`src/rtl/stage_pkg.sv`:
```
`default_nettype none
// ============================================================================
// Module   : stage_pkg
// Purpose  : Room encodings, key codes and zone bounds for stage_control.
// Revision : 1.0 - initial release
// ============================================================================
package stage_pkg;

    localparam logic [2:0] STAGE_0 = 3'd0;
    localparam logic [2:0] STAGE_1 = 3'd1;
    localparam logic [2:0] STAGE_2 = 3'd2;
    localparam logic [2:0] STAGE_3 = 3'd3;
    localparam logic [2:0] STAGE_4 = 3'd4;
    localparam logic [2:0] STAGE_5 = 3'd5;
    localparam logic [2:0] STAGE_6 = 3'd6;

    localparam logic [8:0] F5 = 9'h003;
    localparam logic [8:0] F6 = 9'h00B;

    // Only the bounds that actually constrain a zone exist; open sides are omitted.
    localparam logic [9:0] ZONE_0_1_L_MIN = 10'd312;
    localparam logic [9:0] ZONE_0_1_L_MAX = 10'd401;
    localparam logic [9:0] ZONE_0_1_U_MAX = 10'd11;

    localparam logic [9:0] ZONE_0_6_L_MIN = 10'd201;
    localparam logic [9:0] ZONE_0_6_L_MAX = 10'd301;
    localparam logic [9:0] ZONE_0_6_U_MIN = 10'd430;

    localparam logic [9:0] ZONE_1_2_L_MAX = 10'd81;
    localparam logic [9:0] ZONE_1_2_U_MIN = 10'd311;
    localparam logic [9:0] ZONE_1_2_U_MAX = 10'd381;

    localparam logic [9:0] ZONE_1_3_L_MIN = 10'd111;
    localparam logic [9:0] ZONE_1_3_L_MAX = 10'd191;
    localparam logic [9:0] ZONE_1_3_U_MIN = 10'd81;
    localparam logic [9:0] ZONE_1_3_U_MAX = 10'd121;

    localparam logic [9:0] ZONE_1_4_L_MIN = 10'd111;
    localparam logic [9:0] ZONE_1_4_L_MAX = 10'd191;
    localparam logic [9:0] ZONE_1_4_U_MIN = 10'd231;
    localparam logic [9:0] ZONE_1_4_U_MAX = 10'd271;

    localparam logic [9:0] ZONE_1_0_L_MIN = 10'd211;
    localparam logic [9:0] ZONE_1_0_L_MAX = 10'd261;
    localparam logic [9:0] ZONE_1_0_U_MIN = 10'd401;

    localparam logic [9:0] ZONE_2_1_L_MIN = 10'd381;
    localparam logic [9:0] ZONE_2_1_L_MAX = 10'd391;
    localparam logic [9:0] ZONE_2_1_U_MIN = 10'd306;
    localparam logic [9:0] ZONE_2_1_U_MAX = 10'd346;

    localparam logic [9:0] ZONE_2_5_L_MIN = 10'd221;
    localparam logic [9:0] ZONE_2_5_L_MAX = 10'd261;
    localparam logic [9:0] ZONE_2_5_U_MIN = 10'd211;
    localparam logic [9:0] ZONE_2_5_U_MAX = 10'd251;

    localparam logic [9:0] ZONE_5_2_L_MIN = 10'd461;
    localparam logic [9:0] ZONE_5_2_L_MAX = 10'd481;
    localparam logic [9:0] ZONE_5_2_U_MIN = 10'd281;
    localparam logic [9:0] ZONE_5_2_U_MAX = 10'd346;

    localparam logic [9:0] ZONE_6_0_L_MIN = 10'd201;
    localparam logic [9:0] ZONE_6_0_L_MAX = 10'd301;
    localparam logic [9:0] ZONE_6_0_U_MIN = 10'd421;
    localparam logic [9:0] ZONE_6_0_U_MAX = 10'd441;

    function automatic logic in_span(logic [9:0] v, logic [9:0] lo, logic [9:0] hi);
        return (v >= lo) && (v <= hi);
    endfunction

endpackage
`default_nettype wire

```
`src/rtl/second_tick.sv`:
```
`default_nettype none
// ============================================================================
// Module   : second_tick
// Purpose  : Free-running 0..CLK_HZ-1 counter emitting a one-cycle wrap pulse.
// Revision : 1.0 - initial release
// ============================================================================
module second_tick #(
    parameter int CLK_HZ = 100_000_000
) (
    input  logic clk,
    input  logic rst,
    input  logic en,
    output logic tick
);

    localparam int              c_cw   = (CLK_HZ > 1) ? $clog2(CLK_HZ) : 1;
    localparam logic [c_cw-1:0] c_last = c_cw'(CLK_HZ - 1);

    logic [c_cw-1:0] r_count;

    always_ff @(posedge clk) begin
        if (rst) begin
            r_count <= '0;
        end else if (en) begin
            r_count <= (r_count == c_last) ? '0 : r_count + 1'b1;
        end
    end

    assign tick = en && (r_count == c_last);

endmodule
`default_nettype wire

```
`src/rtl/stage_control.sv`:
```
`default_nettype none
// ============================================================================
// Module   : stage_control
// Purpose  : Room selection from player position and keys, level countdown,
//            and sticky win/loss freeze.
// Revision : 1.0 - initial release
// ============================================================================
module stage_control #(
    parameter int CLK_HZ       = 100_000_000,
    parameter int TIME_LIMIT_S = 180,
    parameter int HOLD_CYCLES  = 2_000_000
) (
    input  logic        clk,
    input  logic        rst,
    input  logic [9:0]  people_left,
    input  logic [9:0]  people_up,
    input  logic [12:0] key_down,
    input  logic [8:0]  last_change,
    input  logic        been_ready,
    input  logic        apple,
    output logic [2:0]  stage_state,
    output logic        stage_changed,
    output logic        fail,
    output logic        success,
    output logic [7:0]  time_left
);
    import stage_pkg::*;

    localparam int               c_cdw   = (HOLD_CYCLES > 0) ? $clog2(HOLD_CYCLES + 1) : 1;
    localparam logic [c_cdw-1:0] c_hold  = c_cdw'(HOLD_CYCLES);
    localparam logic [7:0]       c_limit = 8'(TIME_LIMIT_S);

    logic [c_cdw-1:0] r_cooldown;
    logic             w_frozen;
    logic             w_tick;
    logic             w_f5;
    logic             w_f6;
    logic             w_hit;
    logic [2:0]       w_next;

    assign w_frozen = fail | success;
    assign w_f5     = been_ready && (last_change == F5) && key_down[F5[3:0]];
    assign w_f6     = been_ready && (last_change == F6) && key_down[F6[3:0]];

    second_tick #(.CLK_HZ(CLK_HZ)) u_second_tick (
        .clk  (clk),
        .rst  (rst),
        .en   (!w_frozen),
        .tick (w_tick)
    );

    // Only the current room's exits are examined; earlier entries take priority.
    always_comb begin
        w_hit  = 1'b0;
        w_next = stage_state;
        case (stage_state)
            STAGE_0: begin
                if (in_span(people_left, ZONE_0_1_L_MIN, ZONE_0_1_L_MAX) && people_up <= ZONE_0_1_U_MAX) begin
                    w_hit = 1'b1; w_next = STAGE_1;
                end else if (in_span(people_left, ZONE_0_6_L_MIN, ZONE_0_6_L_MAX) && people_up >= ZONE_0_6_U_MIN) begin
                    w_hit = 1'b1; w_next = STAGE_6;
                end
            end
            STAGE_1: begin
                if (people_left <= ZONE_1_2_L_MAX && in_span(people_up, ZONE_1_2_U_MIN, ZONE_1_2_U_MAX)) begin
                    w_hit = 1'b1; w_next = STAGE_2;
                end else if (w_f5 && in_span(people_left, ZONE_1_3_L_MIN, ZONE_1_3_L_MAX)
                             && in_span(people_up, ZONE_1_3_U_MIN, ZONE_1_3_U_MAX)) begin
                    w_hit = 1'b1; w_next = STAGE_3;
                end else if (w_f5 && in_span(people_left, ZONE_1_4_L_MIN, ZONE_1_4_L_MAX)
                             && in_span(people_up, ZONE_1_4_U_MIN, ZONE_1_4_U_MAX)) begin
                    w_hit = 1'b1; w_next = STAGE_4;
                end else if (in_span(people_left, ZONE_1_0_L_MIN, ZONE_1_0_L_MAX) && people_up >= ZONE_1_0_U_MIN) begin
                    w_hit = 1'b1; w_next = STAGE_0;
                end
            end
            STAGE_2: begin
                if (in_span(people_left, ZONE_2_1_L_MIN, ZONE_2_1_L_MAX) && in_span(people_up, ZONE_2_1_U_MIN, ZONE_2_1_U_MAX)) begin
                    w_hit = 1'b1; w_next = STAGE_1;
                end else if (w_f5 && in_span(people_left, ZONE_2_5_L_MIN, ZONE_2_5_L_MAX)
                             && in_span(people_up, ZONE_2_5_U_MIN, ZONE_2_5_U_MAX)) begin
                    w_hit = 1'b1; w_next = STAGE_5;
                end
            end
            STAGE_3, STAGE_4: begin
                if (w_f6) begin
                    w_hit = 1'b1; w_next = STAGE_1;
                end
            end
            STAGE_5: begin
                if (in_span(people_left, ZONE_5_2_L_MIN, ZONE_5_2_L_MAX) && in_span(people_up, ZONE_5_2_U_MIN, ZONE_5_2_U_MAX)) begin
                    w_hit = 1'b1; w_next = STAGE_2;
                end
            end
            STAGE_6: begin
                if (in_span(people_left, ZONE_6_0_L_MIN, ZONE_6_0_L_MAX) && in_span(people_up, ZONE_6_0_U_MIN, ZONE_6_0_U_MAX)) begin
                    w_hit = 1'b1; w_next = STAGE_0;
                end
            end
            default: begin
                w_hit = 1'b1; w_next = STAGE_0;
            end
        endcase
    end

    always_ff @(posedge clk) begin
        if (rst) begin
            stage_state   <= STAGE_0;
            stage_changed <= 1'b0;
            fail          <= 1'b0;
            success       <= 1'b0;
            time_left     <= c_limit;
            r_cooldown    <= '0;
        end else begin
            stage_changed <= 1'b0;
            if (!w_frozen) begin
                if (r_cooldown == '0 && w_hit) begin
                    stage_state   <= w_next;
                    stage_changed <= 1'b1;
                    r_cooldown    <= c_hold;
                end else if (r_cooldown != '0) begin
                    r_cooldown <= r_cooldown - 1'b1;
                end
                if (w_tick && time_left != 8'd0) begin
                    time_left <= time_left - 8'd1;
                end
                // A win in the same cycle as a timeout takes precedence.
                if (apple && stage_state == STAGE_0) begin
                    success <= 1'b1;
                end else if (time_left == 8'd0) begin
                    fail <= 1'b1;
                end
            end
        end
    end

endmodule
`default_nettype wire

```
`config.mk`:
```
export PLATFORM = sky130hd
export DESIGN_NAME = stage_control
export DESIGN_NICKNAME = d
export VERILOG_FILES = /design/src/rtl/stage_pkg.sv /design/src/rtl/second_tick.sv /design/src/rtl/stage_control.sv
export SDC_FILE = /design/constraint.sdc
export NUM_CORES = 1
export LEC_CHECK = 0
export CAP_MARGIN = 30
export CORE_UTILIZATION = 50
export DETAILED_ROUTE_END_ITERATION = 12
export PLACE_DENSITY = 0.84
export SLEW_MARGIN = 20
export SYNTH_ARGS = -nofsm -noshare
export SYNTH_HDL_FRONTEND = slang
export SYNTH_SLANG_ARGS = --single-unit
```
`constraint.sdc`:
```
create_clock -name clk -period 6.8 [get_ports clk]
set_input_delay 1.7 -clock clk [delete_from_list [all_inputs] [get_ports clk]]
set_output_delay 1.7 -clock clk [all_outputs]
set_load 0.1 [all_outputs]
```
==> impl_results.md <==
- Outcome: finished clean
- Largest family of logic cells by synthesized area: simple AND/OR/NAND/NOR gates
- Number of global-route vias before repair: around 3.5k
- Post-layout minimum cycle time: between 4 and 5 ns
- Post-CTS Resized: 0
- Final WL: between 9 and 10 mm
- Asr flop ratio synth: 0
- CTS tree: yes
- RSZ-0062 raised after global routing: false
- First DRT Iteration DRCs: between 150 and 200
- GRT Util Overall: 0.229
- Share of cells above drive strength 1: 0.0632
- Post-CTS Hold Buffers: 0
- Seq/Total Area, Yosys: 0.322
- Logic pwr share: 0.393
- Commonest register cell after synthesis: dfxtp_1
- Initial antenna violation count: 0
- Cell variety after synth: 66
- Routed wire per std cell: 14.5 um
- Area of the core: between 7000 and 8000 um^2
- Post-synthesis compound-gate area fraction: 0.183
- Dpl cells: about 610
- WP data arrival: just over 5 ns
- Synthesized area: 3850 um^2
- DP HPWL: between 6 and 7 mm
- GRT overflow: 0
- DR WL met2: between 4 and 5 mm
- DR pass1 iterations: 5
- Critical Path Start Type: input port
- Top sig layer: met4
- Die Y: roughly 90 um
- H-tree depth: 3
- Post-CTS setup buffer count: 0
- Post-route design area: 4520 um^2
- Leading area contributor after synthesis: dfxtp_1
- Nets@finish: roughly 570
- Routed Antenna Nets: 0
- Initial core utilization: 0.523
- Die width: between 80 and 90 um
- Setup tns final: 0 ns
- Critical Path Sink Type: flop
- VDD IR max: ~0.00017 V
- Flops & latches, synth: a little over 60
- Routed wl met3: about 450 um
- Total number of vias: approximately 3.7k
- Drt drc: 0
- CTS Buf Count: 9
- CP max FO: 12
- P per Cell Area: 305 nW/um^2
- Reg power frac: 0.349
- GP Congestion: between 0.9 and 1
- Warning count from the yosys run: 0
- CTS sink count: between 60 and 70
- Worst-Margin Slew: 0.994 ns
- Clk Latency, worst-skew pair: roughly 0.33 ns
- Post-synthesis mux area share: 0.0104
- Static Leak: between 1 and 1.5 nW
- Die Area: between 8000 and 9000 um^2
- MaxCap Viol Count: 0
- Post-synth top area share: 0.322
- Synth area leaders: dfxtp_1 (32%), nor2_1 (6.1%), xor2_1 (4.1%)
- First-pass GRT wire length: roughly 16 mm
- Largest net degree at the start of global routing: 28
- Mapped Cells: between 400 and 500
- Synthesized area per cell: around 7.9 um^2
- Internal power: between 800 and 900 uW
- Final hold vios: 0
- Cell with the most instances after synthesis: nor2_1
- Clock share of power: 0.258
- DP Area: 4310 um^2
- Adder-Cell Fraction of Synth Area: 0.0162
- Syn Nets: between 500 and 600
- Final Skew: 0.0110 ns
- Final setup viols: 0
- Clk slew on worst S/H paths: roughly 0.070 ns
- Hold Crit Class: reg -> reg
- FILL cells: around 660
- Number of antenna diodes: 0
- Simple-gate portion of the synthesized area: 0.337
- # IOs: 60
- Critical setup path kind: in -> reg
- Fin. max-slew vios: 0
- CTS Buffer Depth: 2
- Post-route insts no fill: 621
- Post-DR vias/cell: between 6 and 7
- Switch Pwr: approximately 500 uW
- CP required: ~7.1 ns
- FP Rows: 31
- Slew margin rel.: 0.335
- Total Power: about 1.4 mW
- M1 WL: just under 4 mm
- Xor/xnor share of the synthesized area: 0.0795
- Fmax achieved: roughly 0.21 GHz
- IO buf count: 48
- Synth top cells by count: nor2_1 (63), dfxtp_1 (62), nand2_1 (37), clkbuf_1 (23), nand3_1 (21)
- Sw frac: 0.361
- Synthesis-to-finish area growth: 17.3%
- Post-synth EDFFs: 0
- Fin crit share: 0.704
- CTS root buffer: clkbuf_8
==> layout by cell type, fill, tap and decap left out, types with 14 or more instances in the layout <==
master | synthesis | final
nand3_1 | 21 | 21
xnor2_1 | 17 | 17
xor2_1 | 18 | 18
nand2_1 | 37 | 37
or3_1 | 16 | 16
nor2_1 | 63 | 63
dfxtp_1 | 62 | 62
o21ai_0 | 14 | 14
clkdlybuf4s50_1 | 0 | 48
or4_1 | 14 | 14
nor3_1 | 18 | 18
a21oi_1 | 20 | 20
==> registers in the layout, summed over array words and instances, names as in the netlist <==
register and count:
u_second_tick.r_count 27, stage_state 3, stage_changed 1, fail 1, success 1, time_left 8
r_cooldown 21
==> path summary, 6_finish.rpt <==
| check | end | startpoint | slack (ns) | cells past startpoint |
|---|---|---|---|---|
| hold reg to reg | r_cooldown[6] | r_cooldown[6] | 0.48 | 2 |
| hold / removal | r_cooldown[6] | r_cooldown[6] | 0.48 | 2 |
| setup reg to reg | time_left[7] | u_second_tick.r_count[0] | 3.42 | 9 |
| setup / recovery | r_cooldown[13] | people_left[8] | 2.01 | 9 |
==> worst max-delay path, cell delays in order <==
cell	delay (ns)
clkdlybuf4s50_1	0.63
nand2b_1	0.16
or4_1	0.49
o211ai_1	0.27
nor2_1	0.10
nor4_2	0.69
a21o_1	0.41
nand2b_1	0.36
a21oi_1	0.22
==> metal layers <==
layer | GRT usage | vias up
li1 | - | 1848
met5 | 0 | -
met1 | 0.291 | 1771
met3 | 0.0440 | 11
met4 | 0.0505 | 0
met2 | 0.401 | 98
==> layout make-up <==
class,count,area (um^2),share of cell area
Tap cell,99,124,0.0274
Clock inverter,4,70.1,0.0155
Timing Repair Buffer,49,488,0.108
Inverter,11,41.3,0.00913
Clock buffer,12,145,0.0321
Multi-Input combinational cell,384,2410,0.533
Sequential cell,62,1240,0.275
==> cell families after synthesis <==
logic type      after synthesis
mux                           4
flops                        62
fa+ha+maj                     5
buf+inv                      41
xor+xnor                     35
simple gates                238
compound gates              102
==> metrics by stage <==
stage           util  hold WS [ns]  setup slack, ns
2_1_floorplan      -         0.452             2.52
5_1_grt        0.613         0.498             1.77
3_3_place_gp   0.584         0.461             1.73
3_5_place_dp   0.584         0.479             1.70
6_report       0.613         0.484             2.01
4_1_cts        0.613         0.487             2.04
==> power by group through the flow <==
| stage | clock network (mW) | logic, mW | registers, mW |
|---|---|---|---|
| global placement | 0 | 0.516 | 0.482 |
| finish | 0.357 | 0.542 | 0.481 |
| CTS | 0.359 | 0.541 | 0.479 |
| global route | 0.374 | 0.608 | 0.490 |
| floorplan | 0 | 0.489 | 0.479 |
| detailed placement | 0 | 0.537 | 0.486 |
No activity file was read; power rests on OpenSTA's default activity.
